## src/rtl/ifetch_unit_pkg.sv

```systemverilog
// ifetch_unit_pkg: shared fetch/decoder encodings (PC_SEL, IsJump, fetch FSM states)
package ifetch_unit_pkg;
  typedef enum logic [1:0] {
    IDLE  = 2'd0,
    FETCH = 2'd1,
    HOLD  = 2'd2
  } fetch_state_e;
  localparam logic [1:0] PC_SEL_SEQ = 2'b00;
  localparam logic [1:0] PC_SEL_BR  = 2'b01;
  localparam logic [1:0] JUMP_NONE  = 2'b00;
  localparam logic [1:0] JUMP_J     = 2'b01;
  localparam logic [1:0] JUMP_JR    = 2'b10;
  localparam logic [31:0] PC_STEP   = 32'd4;
  function automatic logic [31:0] branch_offset(input logic [15:0] imm);
    return {{14{imm[15]}}, imm, 2'b00};
  endfunction
endpackage

```

## src/rtl/ifetch_unit_npc_calc.sv

```systemverilog
// npc_calc: next-PC selection; jumps outrank branches, unknown codes fall back to sequential.
// IFETCH_ALIGN_CHECK_EN keeps the raw low bits so the fetch unit can flag misalignment.
module npc_calc
  import ifetch_unit_pkg::*;
(
  input  logic [31:0] pc_plus4,
  input  logic [25:0] instr,
  input  logic [1:0]  pc_sel,
  input  logic [1:0]  is_jump,
  input  logic        branch_cond,
  input  logic [31:0] jr_target,
  output logic [31:0] next_pc
);
  logic [31:0] raw_pc;
  always_comb begin
    raw_pc = is_jump == JUMP_J  ? {pc_plus4[31:28], instr, 2'b00} :
             is_jump == JUMP_JR ? jr_target :
             (pc_sel == PC_SEL_BR && branch_cond) ? pc_plus4 + branch_offset(instr[15:0]) :
             pc_plus4;
  end
`ifdef IFETCH_ALIGN_CHECK_EN
  assign next_pc = raw_pc;
`else
  assign next_pc = raw_pc & 32'hFFFF_FFFC;
`endif
endmodule

```

## src/rtl/ifetch_unit.sv

```systemverilog
// ifetch_unit: PC owner and req/ack instruction fetch feeding the decoder.
// IFETCH_ALIGN_CHECK_EN adds a sticky fetch_misalign flag that parks the FSM until reset.
module ifetch_unit
  import ifetch_unit_pkg::*;
#(
  parameter logic [31:0] RESET_PC = 32'h0000_3000
) (
  input  logic        clk,
  input  logic        rst,
  output logic        imem_req,
  output logic [31:0] imem_addr,
  input  logic [31:0] imem_rdata,
  input  logic        imem_ack,
  output logic [31:0] instr,
  output logic [5:0]  opcode,
  output logic [5:0]  func,
  output logic [31:0] pc,
  output logic [31:0] pc_plus4,
  output logic        instr_valid,
  input  logic        retire,
  input  logic [1:0]  pc_sel,
  input  logic [1:0]  is_jump,
  input  logic        branch_cond,
  input  logic [31:0] jr_target
`ifdef IFETCH_ALIGN_CHECK_EN
  ,
  output logic        fetch_misalign
`endif
);
  fetch_state_e state, state_d;
  logic [31:0] next_pc;
  logic        misalign_hit;
  logic        parked;
  npc_calc u_npc (
    .pc_plus4    (pc_plus4),
    .instr       (instr[25:0]),
    .pc_sel      (pc_sel),
    .is_jump     (is_jump),
    .branch_cond (branch_cond),
    .jr_target   (jr_target),
    .next_pc     (next_pc)
  );
`ifdef IFETCH_ALIGN_CHECK_EN
  assign misalign_hit = |next_pc[1:0];
  assign parked       = fetch_misalign;
  always_ff @(posedge clk) begin
    if (rst)
      fetch_misalign <= 1'b0;
    else if (state == HOLD && retire && misalign_hit)
      fetch_misalign <= 1'b1;
  end
`else
  assign misalign_hit = 1'b0;
  assign parked       = 1'b0;
`endif
  always_comb begin
    state_d = state;
    state_d = state == IDLE  ? (parked ? IDLE : FETCH) :
              state == FETCH ? (imem_ack ? HOLD : FETCH) :
              state == HOLD  ? (retire ? (misalign_hit ? IDLE : FETCH) : HOLD) :
              IDLE;
  end
  always_ff @(posedge clk) begin
    if (rst) begin
      state <= IDLE;
      pc    <= RESET_PC;
      instr <= '0;
    end else begin
      state <= state_d;
      if (state == FETCH && imem_ack)
        instr <= imem_rdata;
      if (state == HOLD && retire)
        pc <= next_pc;
    end
  end
  assign imem_req    = state == FETCH;
  assign imem_addr   = pc;
  assign instr_valid = state == HOLD;
  assign pc_plus4    = pc + PC_STEP;
  assign opcode      = instr[31:26];
  assign func        = instr[5:0];
endmodule

```

## config.mk

```make
export PLATFORM = sky130hd
export DESIGN_NAME = ifetch_unit
export DESIGN_NICKNAME = d
export VERILOG_FILES = /design/src/rtl/ifetch_unit_pkg.sv /design/src/rtl/ifetch_unit_npc_calc.sv /design/src/rtl/ifetch_unit.sv
export SDC_FILE = /design/constraint.sdc
export NUM_CORES = 1
export LEC_CHECK = 0
export CAP_MARGIN = 20
export CORE_MARGIN = 2
export CORE_UTILIZATION = 40
export DETAILED_ROUTE_END_ITERATION = 10
export PLACE_DENSITY = 0.82
export SLEW_MARGIN = 25
export SYNTH_ARGS = -nofsm -noshare
export SYNTH_HDL_FRONTEND = slang
export SYNTH_SLANG_ARGS = --single-unit
export TNS_END_PERCENT = 10
```

## constraint.sdc

```tcl
create_clock -name clk -period 9.6 [get_ports clk]
set_input_delay 1.92 -clock clk [delete_from_list [all_inputs] [get_ports clk]]
set_output_delay 1.92 -clock clk [all_outputs]
set_load 0.02 [all_outputs]
```

==> results of run 1 <==
-- logic make-up (layout without fill, tap and decap cells) --
group / count (synthesis) / after routing / synth area share
AND/OR/NAND/NOR: 285 / 285 / 0.2358
AO/OA/AOI/OAI: 235 / 235 / 0.2689
buffers and inverters: 100 / 242 / 0.09663
flip-flops: 64 / 64 / 0.2214
XOR/XNOR: 49 / 49 / 0.07804
adder cells (fa/ha/maj): 37 / 37 / 0.08128
multiplexers: 10 / 10 / 0.01729
other: 1 / 6 / 0.0006479
-- power breakdown --
part	leakage, nW	switching, mW	total (mW)	internal [mW]
clock network	0.156	0.135	0.362	0.227
registers	0.520	0.0145	0.290	0.276
logic	2.47	0.107	0.196	0.0892
total	3.15	0.256	0.848	0.592
-- per-layer routing --
metal	global-route usage	up-vias	share of wire
met5	0	-	0
met4	0.08460	0	0.024
met3	0.08376	43	0.10
met2	0.4002	349	0.45
met1	0.3392	2955	0.43
li1	-	3047	-
-- flip-flops by register name, indices dropped and copies added, names as in the netlist --
name / count
instr: 32
imem_addr: 30
state: 2
-- path summary, 6_finish.rpt --
kind | start | end | slack (ns) | depth (start not counted)
setup / recovery | imem_addr[2] | pc_plus4[28] | 4.25 | 8
hold / removal | instr[31] | instr[31] | 0.47 | 2
setup reg to reg | imem_addr[2] | imem_addr[27] | 5.11 | 16
hold reg to reg | instr[31] | instr[31] | 0.47 | 2
-- placed cells by master, fill, tap and decap left out, types with 4 or more instances in the layout --
cell	count
nand2b_1	6
nor2b_1	7
o22a_1	4
and4_1	6
and2_1	7
nand2_1	109
nand3_1	18
conb_1	6
nor3_1	17
and3_1	7
ha_1	36
xor2_1	17
a31oi_1	9
o221ai_1	6
mux2i_1	10
inv_1	12
o21a_1	5
o211ai_1	15
a21oi_1	80
nand4_1	11
nor2_1	67
o21ai_0	35
a221oi_1	4
o31ai_1	5
a21o_1	12
dfxtp_1	64
or3_1	6
buf_4	8
xnor2_1	29
a211oi_1	9
clkbuf_16	9
clkdlybuf4s50_1	205
o21bai_1	4
o21ai_1	11
-- critical path: stages, from the launching register on --
cell and delay [ns]:
dfxtp_1 0.50, ha_1 0.26, and4_1 0.32, nand3_2 0.17
or2_1 0.37, nor3_4 0.30, nand3_1 0.14, xnor2_1 0.33
clkdlybuf4s50_1 0.68
-- area by class of cell --
class | instances | area share
multi-input cells | 622 | 0.4988
flip-flops and latches | 64 | 0.1610
clock buffers | 9 | 0.02830
inverters | 12 | 0.005659
clock inverters | 7 | 0.01195
well taps | 180 | 0.02830
repair buffers | 214 | 0.2660
==> out/qor.yml, run 1 <==
global_routing:
  globalRouteOverflowTotal: 0
  grt_start_max_net_pins: 51
  grt_pass1_wl_mm: 32.35
  grt_pass1_vias: 5928
  antenna_found_initial: 0
  grtUsageTotal: 0.2582
synth:
  netlist_top_cells_count: "nand2_1 (110), a21oi_1 (80), nor2_1 (67), dfxtp_1 (64), buf_4 (48)"
  synth_most_common_cell: "nand2_1"
  yosys_warnings: 0
  synth_top_area_share: 0.2214
  synth.area.top_cells: "dfxtp_1 (22%), ha_1 (7.8%), nand2_1 (7.1%)"
  synth_top_cell_by_area: "dfxtp_1"
  seq_area_frac_synth: 0.2214
  syn-cell-area_sq_um: 5788
  ys.flop_type: "dfxtp_1"
  synth_edf_count: 0
  synth_area_per_cell_sq_um: 7.411
  synthCells: 781
  synth_cell_types: 75
  ys_seq_elements: 64
  ys_async_sr_fraction: 0
die:
  placeableCoreArea_sq_um: 13990
  die-area_sq_um: 15450
  pin_count: 215
  die_h_microns: 124.3
  rows: 43
  die_x_microns: 124.3
  initial_core_util: 0.4138
layout:
  finalNonFillerCells: 1108
  multiInputGateArea_sq_um: 3970
  drive_gt1_frac: 0.05280
  design_area_sq_um: 7959
  regArea_sq_um: 1281
  nets: 1033
  area_delta_synth_final_pct: 37.51
  utilization: 0.5690
  fill_cells: 1310
  antenna_cells: 0
placement:
  numPortBuffers: 206
  dpl-instance-area_sq_um: 7639
  hpwlAfterDp_mm: 14.90
  gp_congestion: 0.9341
  place_inst: 1092
  dp_slack_ns: 4.449
timing:
  tightest_slew_ns: 0.8933
  worst_slack_ns: 4.246
  slew_violations: 0
  rsz0062_at_grt: "false"
  setup_viol: 0
  fmax_mhz: 186.8
  period_share: 0.5577
  maxSlewHeadroom: 0.4038
  finalSetupTns_ns: 0
  fin_crit_ns: 5.354
  hold_violations: 0
  fin_skew_ns: 0.007765
  hold_ws_ns: 0.4693
setup_path:
  cp-end-kind: "output pin"
  critPathLaunchType: "register"
  required_ns: 7.68
  path_max_fanout: 7
  worstPathArrival_ns: 3.43
  critPathKind: "reg2out"
clock_network:
  post_cts_buffers: 0
  clk_latency_ns: 0.35
  cts_buffers: 9
  cts_hold_buf: 0
  cts_resized: 0
  clkSinkCount: 64
  clkSlewWorstSetupHoldPaths_ns: 0.06
  clock_path_buffers: 2
  cts-root-buf: "clkbuf_16"
  cts_tree: "done"
  cts_max_level: 3
power_and_ir_drop:
  leakage_nw: 3.147
  irDropWorstVdd_mv: 0.09910
  p_total_mw: 0.8482
  power-per-cell-area_nw_per_um2: 106.6
routing:
  drt_pass1_iterations: 8
  drt-initial-drc-count: 625
  antenna_left: 0
  via_per_inst: 5.771
  wire_per_inst_microns: 18.46
  drcViolationCount: 0
  vias: 6394
  wl_mm: 20.45
min_path:
  hold_path.class: "reg2reg"
run:
  max_cap_viol_count: 0
outcome:
  status: "completed"
(Power assumes the default switching activity.)
==> run 2: changes to the inputs <==
Settings changed: PLACE_DENSITY 0.82 to 0.85.
Clock period 9.6 ns to 4.9 ns, I/O delays scaled along.
==> run 2 against run 1 <==
  * Register-to-register slack got worse by 4.6 ns
  * Cell count increased by 0.81%
  * Sequential share of layout area decreased by 0.18 points
  * Global-route usage increased by 0.68 points
  * Critical endpoint is now imem_addr[27]
  * Power increased by 100%
  * Die area unchanged
  * Highest routed layer is now met5
  * Clock skew increased by 0.0060 ns
  * Via count increased by 1.7%
  * Final area increased by 1.1%
==> out/qor.yml, run 2 (synthesis gave the netlist of run 1 again) <==
timing:
  finalSetupTns_ns: 0  # unchanged
  fin_skew_ns: 0.01377  # was 0.007765 ns
  slew_violations: 0  # unchanged
  hold_violations: 0  # unchanged
  rsz0062_at_grt: "false"  # unchanged
  tightest_slew_ns: 0.7484  # was 0.8933 ns
  maxSlewHeadroom: 0.5011  # was 0.4038
  setup_viol: 0  # unchanged
  fin_crit_ns: 4.402
  fmax_mhz: 227.2
  period_share: 0.8984
global_routing:
  globalRouteOverflowTotal: 0  # unchanged
  grtUsageTotal: 0.2650  # was 0.2582
  grt_pass1_vias: 6210  # was 5,928
  grt_start_max_net_pins: 51  # unchanged
  grt_pass1_wl_mm: 33.45  # was 32.35 mm
  antenna_found_initial: 1  # was 0
routing:
  drt-initial-drc-count: 563  # was 625
  antenna_left: 0  # unchanged
  drcViolationCount: 0  # unchanged
  wire_per_inst_microns: 18.55  # was 18.46 microns
  drt_pass1_iterations: 7  # was 8
  wl_mm: 20.72  # was 20.45 mm
  vias: 6503  # was 6,394
  via_per_inst: 5.822  # was 5.771
setup_path:
  path_max_fanout: 7  # unchanged
  cpPeakStageDelay_ns: 0.45  # was 0.68 ns
  slowest_stage: "a2111oi_1"  # was clkdlybuf4s50_1
  cp_num_buf_inv: 0  # was 1
  critPathLaunchType: "register"  # unchanged
  cp-end-kind: "register"  # was output pin
  crit_chain: "ha_1, and4_1, nand3_2, or2_1, nor2_1, xor2_1, ha_1, a21oi_1, o21ai_1, o21bai_1, a21oi_1, a2111oi_1, o21ai_0, a311oi_1, o2111ai_1, nand3_1"  # was ha_1, and4_1, nand3_2, or2_1, nor3_4, nand3_1, xnor2_1, clkdlybuf4s50_1
  critPathKind: "reg2reg"  # was reg2out
  worstPathArrival_ns: 4.69  # was 3.43 ns
  crit_family: "compound AO/OA/AOI/OAI gates"  # was simple AND/OR/NAND/NOR gates
  required_ns: 5.19  # was 7.68 ns
clock_network:
  clkSlewWorstSetupHoldPaths_ns: 0.06  # about the same
  cts-root-buf: "clkbuf_16"  # unchanged
  post_cts_buffers: 0  # unchanged
  clkSinkCount: 64  # unchanged
  cts_resized: 0  # unchanged
  clock_path_buffers: 2  # unchanged
  cts_max_level: 3  # unchanged
  cts_tree: "done"  # unchanged
  cts_buffers: 9  # unchanged
  clk_latency_ns: 0.35  # about the same
  cts_hold_buf: 0  # unchanged
power_and_ir_drop:
  p_total_mw: 1.719  # was 0.8482 mW
  irDropWorstVdd_mv: 0.2294  # was 0.09910 mV
  power-per-cell-area_nw_per_um2: 213.6  # was 106.6 nW/um^2
  leakage_nw: 3.200  # was 3.147 nW
die:
  die-area_sq_um: 15450  # unchanged
  placeableCoreArea_sq_um: 13990  # unchanged
  die_h_microns: 124.3  # unchanged
  initial_core_util: 0.4138  # unchanged
  die_x_microns: 124.3  # unchanged
  pin_count: 215  # unchanged
  rows: 43  # unchanged
placement:
  hpwlAfterDp_mm: 15.44  # was 14.90 mm
  numPortBuffers: 206  # unchanged
  gp_congestion: 0.9281  # was 0.9341
layout:
  largest_reg_flops: 32  # unchanged
  final_cell_mix: "clkdlybuf4s50_1 (205), nand2_1 (109), a21oi_1 (80)"  # unchanged
  area_delta_synth_final_pct: 39.08  # was 37.51%
  antenna_cells: 0  # unchanged
  fill_cells: 1293  # was 1,310
  regMostFlops: "instr"  # unchanged
  layout_commonest_cell: "clkdlybuf4s50_1"  # unchanged
  nets: 1042  # was 1,033
  drive_gt1_frac: 0.06083  # was 0.05280
run:
  max_cap_viol_count: 0  # unchanged
min_path:
  hold_path.class: "reg2reg"  # unchanged
outcome:
  status: "completed"  # unchanged
-- run 2: changes by cell type in the layout (fill, tap and decap cells not counted), sizes merged --
cell    change
buf         +9
bufinv      +1
inv         -1
-- run 2: worst reg2reg max path: cells and delay by family (launching register included) --
family                   cells  cell delay [ns]
flip-flops                   1             0.42
XOR/XNOR                     1             0.26
AND/OR/NAND/NOR              5             1.15
adder cells (fa/ha/maj)      2             0.60
AO/OA/AOI/OAI                8             1.92
-- run 2: power breakdown --
group | switching, mW | leakage, nW | internal (mW)
clock network | 0.264 | 0.166 | 0.498
registers | 0.0277 | 0.520 | 0.540
logic | 0.212 | 2.51 | 0.178
total | 0.504 | 3.20 | 1.22
-- run 2: cell type report --
type | instances | area, sq um | share of cell area
clock inverter | 7 | 120.1 | 0.01492
multi-input combinational | 622 | 3969 | 0.4930
clock buffer | 9 | 225.2 | 0.02798
sequential | 64 | 1281 | 0.1592
tap | 180 | 225.2 | 0.02798
inverter | 12 | 45.04 | 0.005595
timing repair buffer | 223 | 2185 | 0.2714
-- run 2: worst paths after layout --
check	startpoint	endpoint	slack [ns]	cells past startpoint
setup reg to reg	imem_addr[3]	imem_addr[27]	0.50	16
hold / removal	instr[31]	instr[31]	0.47	2
setup / recovery	imem_addr[3]	imem_addr[27]	0.50	16
hold reg to reg	instr[31]	instr[31]	0.47	2
-- run 2: metrics by stage --
step,hold slack [ns],worst slack (ns),instances,util,area (sq um)
floorplan,0.5053,0.7133,786,-,5807
global placement,0.4583,0.6708,1101,0.5506,7702
detailed placement,0.4655,0.6093,1101,0.5508,7705
CTS,0.4734,0.5514,1117,0.5755,8050
global route,0.4936,0.06383,1117,0.5755,8050
finish,0.4690,0.4978,1117,0.5755,8050
-- run 2: routing by layer --
metal | vias to the layer above | track usage | routed length [microns]
met5 | - | 0 | 13
met1 | 3035 | 0.3526 | 8872
li1 | 3072 | - | -
met4 | 2 | 0.1044 | 671
met2 | 337 | 0.4147 | 9187
met3 | 57 | 0.06186 | 1978
==> run 3: changes to the inputs <==
Settings changed: SYNTH_HIERARCHICAL set to 1.
==> run 3 against run 2 <==
  * Via count fell by 1.3%
  * Combinational power fell by 12%
  * Die area rose by 1.0%
  * Cell count rose by 4.6%
  * Non-clock buffer count rose by 7
  * Final area rose by 0.61%
  * Critical path depth rose by 2
  * Highest routed layer is now met4
  * Synthesized area rose by 1.1%
==> out/qor.yml, run 3 <==
outcome:
  status: "completed"  # unchanged
synth:
  ys_seq_elements: 66  # was 64
  synth_cell_types: 66  # was 75
  synth_most_common_cell: "nand2_1"  # unchanged
  synth_edf_count: 0  # unchanged
  synth_area_per_cell_sq_um: 7.057  # was 7.411 sq um
  ys.flop_type: "dfxtp_1"  # unchanged
  syn-cell-area_sq_um: 5851  # was 5788 sq um
  synth_top_cell_by_area: "dfxtp_1"  # unchanged
  synthCells: 829  # was 781
  netlist_top_cells_count: "nand2_1 (191), a21oi_1 (101), dfxtp_1 (66), buf_4 (48), nor2_1 (47)"  # was nand2_1 (110), a21oi_1 (80), nor2_1 (67), dfxtp_1 (64), buf_4 (48)
  synth_top_area_share: 0.2258  # was 0.2214
  seq_area_frac_synth: 0.2258  # was 0.2214
  synth.area.top_cells: "dfxtp_1 (23%), nand2_1 (12%), a21oi_1 (8.6%)"  # was dfxtp_1 (22%), ha_1 (7.8%), nand2_1 (7.1%)
  ys_async_sr_fraction: 0  # unchanged
  yosys_warnings: 6  # was 0
die:
  placeableCoreArea_sq_um: 14420  # was 13,990 sq um
  die-area_sq_um: 15610  # was 15,450 sq um
  initial_core_util: 0.4056  # was 0.4138
  die_h_microns: 124.9  # was 124.3 microns
  rows: 44  # was 43
  die_x_microns: 124.9  # was 124.3 microns
  pin_count: 215  # unchanged
timing:
  rsz0062_at_grt: "false"  # unchanged
  fmax_mhz: 223.9  # was 227.2 MHz
  hold_violations: 0  # unchanged
  period_share: 0.9114  # was 0.8984
  finalSetupTns_ns: 0  # unchanged
  worst_slack_ns: 0.4342  # was 0.4978 ns
  fin_crit_ns: 4.466  # was 4.402 ns
  slew_violations: 0  # unchanged
  maxSlewHeadroom: 0.4187  # was 0.5011
  setup_viol: 0  # unchanged
  tightest_slew_ns: 0.8720  # was 0.7484 ns
  fin_skew_ns: 0.009037  # was 0.01377 ns
setup_path:
  worstPathArrival_ns: 4.67  # was 4.69 ns
  crit_chain: "ha_1, nand3_1, or3_1, nor2_1, xor2_1, ha_1, a21o_1, a21o_1, a21o_1, a221o_1, a21o_1, o21ai_2, o31a_1, mux2i_1, maj3_2, a211o_1, nand2_1, a21oi_1"  # was ha_1, and4_1, nand3_2, or2_1, nor2_1, xor2_1, ha_1, a21oi_1, o21ai_1, o21bai_1, a21oi_1, a2111oi_1, o21ai_0, a311oi_1, o2111ai_1, nand3_1
  required_ns: 5.10  # was 5.19 ns
  critPathLaunchType: "register"  # unchanged
  cpPeakStageDelay_ns: 0.46  # was 0.45 ns
  crit_top_cell: "a21o_1"
  cp_num_buf_inv: 0  # unchanged
  critPathKind: "reg2reg"  # unchanged
  crit_family: "compound AO/OA/AOI/OAI gates"  # unchanged
  path_max_fanout: 6  # was 7
  cp-end-kind: "register"  # unchanged
  slowest_stage: "dfxtp_1"  # was a2111oi_1
power_and_ir_drop:
  leakage_nw: 3.250  # was 3.200 nW
  power-per-cell-area_nw_per_um2: 197.1  # was 213.6 nW/um^2
  irDropWorstVdd_mv: 0.1307  # was 0.2294 mV
  p_total_mw: 1.596  # was 1.719 mW
layout:
  fill_cells: 1331  # was 1,293
  regArea_sq_um: 1321  # was 1281 sq um
  area_delta_synth_final_pct: 38.43  # was 39.08%
  layout_commonest_cell: "clkdlybuf4s50_1"  # unchanged
  drive_gt1_frac: 0.05793  # was 0.06083
  nets: 1083  # was 1,042
  final_cell_mix: "clkdlybuf4s50_1 (209), nand2_1 (190), a21oi_1 (101)"  # was clkdlybuf4s50_1 (205), nand2_1 (109), a21oi_1 (80)
  multiInputGateArea_sq_um: 3961  # was 3969 sq um
  antenna_cells: 0  # unchanged
clock_network:
  cts_hold_buf: 0  # unchanged
  clock_path_buffers: 2  # unchanged
  cts-root-buf: "clkbuf_16"  # unchanged
  cts_tree: "done"  # unchanged
  cts_buffers: 9  # unchanged
  clkSlewWorstSetupHoldPaths_ns: 0.06  # about the same
  cts_max_level: 3  # unchanged
  cts_resized: 0  # unchanged
  post_cts_buffers: 0  # unchanged
  clkSinkCount: 66  # was 64
  clk_latency_ns: 0.35  # about the same
placement:
  numPortBuffers: 212  # was 206
  hpwlAfterDp_mm: 14.65  # was 15.44 mm
  dp_slack_ns: 0.5223  # was 0.6093 ns
  gp_congestion: 0.9282  # was 0.9281
routing:
  wl_mm: 19.98  # was 20.72 mm
  topRoutingLayerUsed: "met4"  # was met5
  met1_length_mm: 8.516  # was 8.872 mm
  via_per_inst: 5.496  # was 5.822
  drt-initial-drc-count: 519  # was 563
  met2_length_mm: 9.212  # was 9.187 mm
  antenna_left: 0  # unchanged
  wl_met3_mm: 1.830  # was 1.978 mm
  drt_pass1_iterations: 7  # unchanged
  drcViolationCount: 0  # unchanged
  vias: 6419  # was 6,503
  wire_per_inst_microns: 17.11  # was 18.55 microns
global_routing:
  antenna_found_initial: 0  # was 1
  grt_pass1_vias: 6022  # was 6,210
  grt_pass1_wl_mm: 31.60  # was 33.45 mm
  grtUsageTotal: 0.2497  # was 0.2650
  grt_start_max_net_pins: 67  # was 51
  globalRouteOverflowTotal: 0  # unchanged
run:
  max_cap_viol_count: 0  # unchanged
min_path:
  hold_path.class: "reg2reg"  # unchanged
-- run 3: layout make-up --
| class | count | area share |
|---|---|---|
| flip-flops and latches | 66 | 0.1631 |
| inverters | 11 | 0.005098 |
| multi-input cells | 661 | 0.4891 |
| repair buffers | 230 | 0.2768 |
| clock buffers | 9 | 0.02781 |
| clock inverters | 7 | 0.009578 |
| well taps | 184 | 0.02843 |
-- run 3: per-layer routing --
layer,global-route usage,up-vias
met5,0,-
met4,0.09085,0
met3,0.05392,32
met2,0.4098,305
met1,0.3243,2933
li1,-,3149
-- run 3: path summary, 6_finish.rpt --
kind	start	to	slack, ns	depth (start not counted)
setup / recovery	imem_addr[3]	imem_addr[31]	0.43	18
hold / removal	instr[25]	instr[25]	0.47	2
setup reg to reg	imem_addr[3]	imem_addr[31]	0.43	18
hold reg to reg	instr[25]	instr[25]	0.47	2
-- run 3: through the flow --
| step | hold slack, ns | util | instance area [sq um] | instances |
|---|---|---|---|---|
| floorplan | 0.5053 | - | 5854 | 830 |
| global placement | 0.4551 | 0.5403 | 7794 | 1152 |
| detailed placement | 0.4650 | 0.5405 | 7796 | 1152 |
| CTS | 0.4734 | 0.5615 | 8099 | 1168 |
| global route | 0.4900 | 0.5615 | 8099 | 1168 |
| finish | 0.4713 | 0.5615 | 8099 | 1168 |
-- run 3: worst reg2reg max path: stages (launching register included) --
cell and delay (ns):
dfxtp_1 0.46, ha_1 0.25, nand3_1 0.17, or3_1 0.38, nor2_1 0.13, xor2_1 0.30
ha_1 0.34, a21o_1 0.19, a21o_1 0.17, a21o_1 0.18, a221o_1 0.35, a21o_1 0.19
o21ai_2 0.16, o31a_1 0.20, mux2i_1 0.12, maj3_2 0.33, a211o_1 0.29, nand2_1 0.05
a21oi_1 0.06
-- run 3: kinds of logic (layout without fill, tap and decap cells) --
| family | count (synthesis) | count (layout) | share of synthesized area |
|---|---|---|---|
| adder cells (fa/ha/maj) | 32 | 32 | 0.06950 |
| buffers and inverters | 103 | 257 | 0.09816 |
| AO/OA/AOI/OAI | 228 | 228 | 0.2400 |
| other | 1 | 2 | 0.0006410 |
| flip-flops | 66 | 66 | 0.2258 |
| multiplexers | 22 | 22 | 0.03828 |
| XOR/XNOR | 52 | 52 | 0.07784 |
| AND/OR/NAND/NOR | 325 | 325 | 0.2498 |
-- run 3: power by group --
group,leakage (nW),internal (mW),switching (mW)
sequential,0.535,0.553,0.0216
clock,0.146,0.399,0.280
combinational,2.57,0.161,0.181
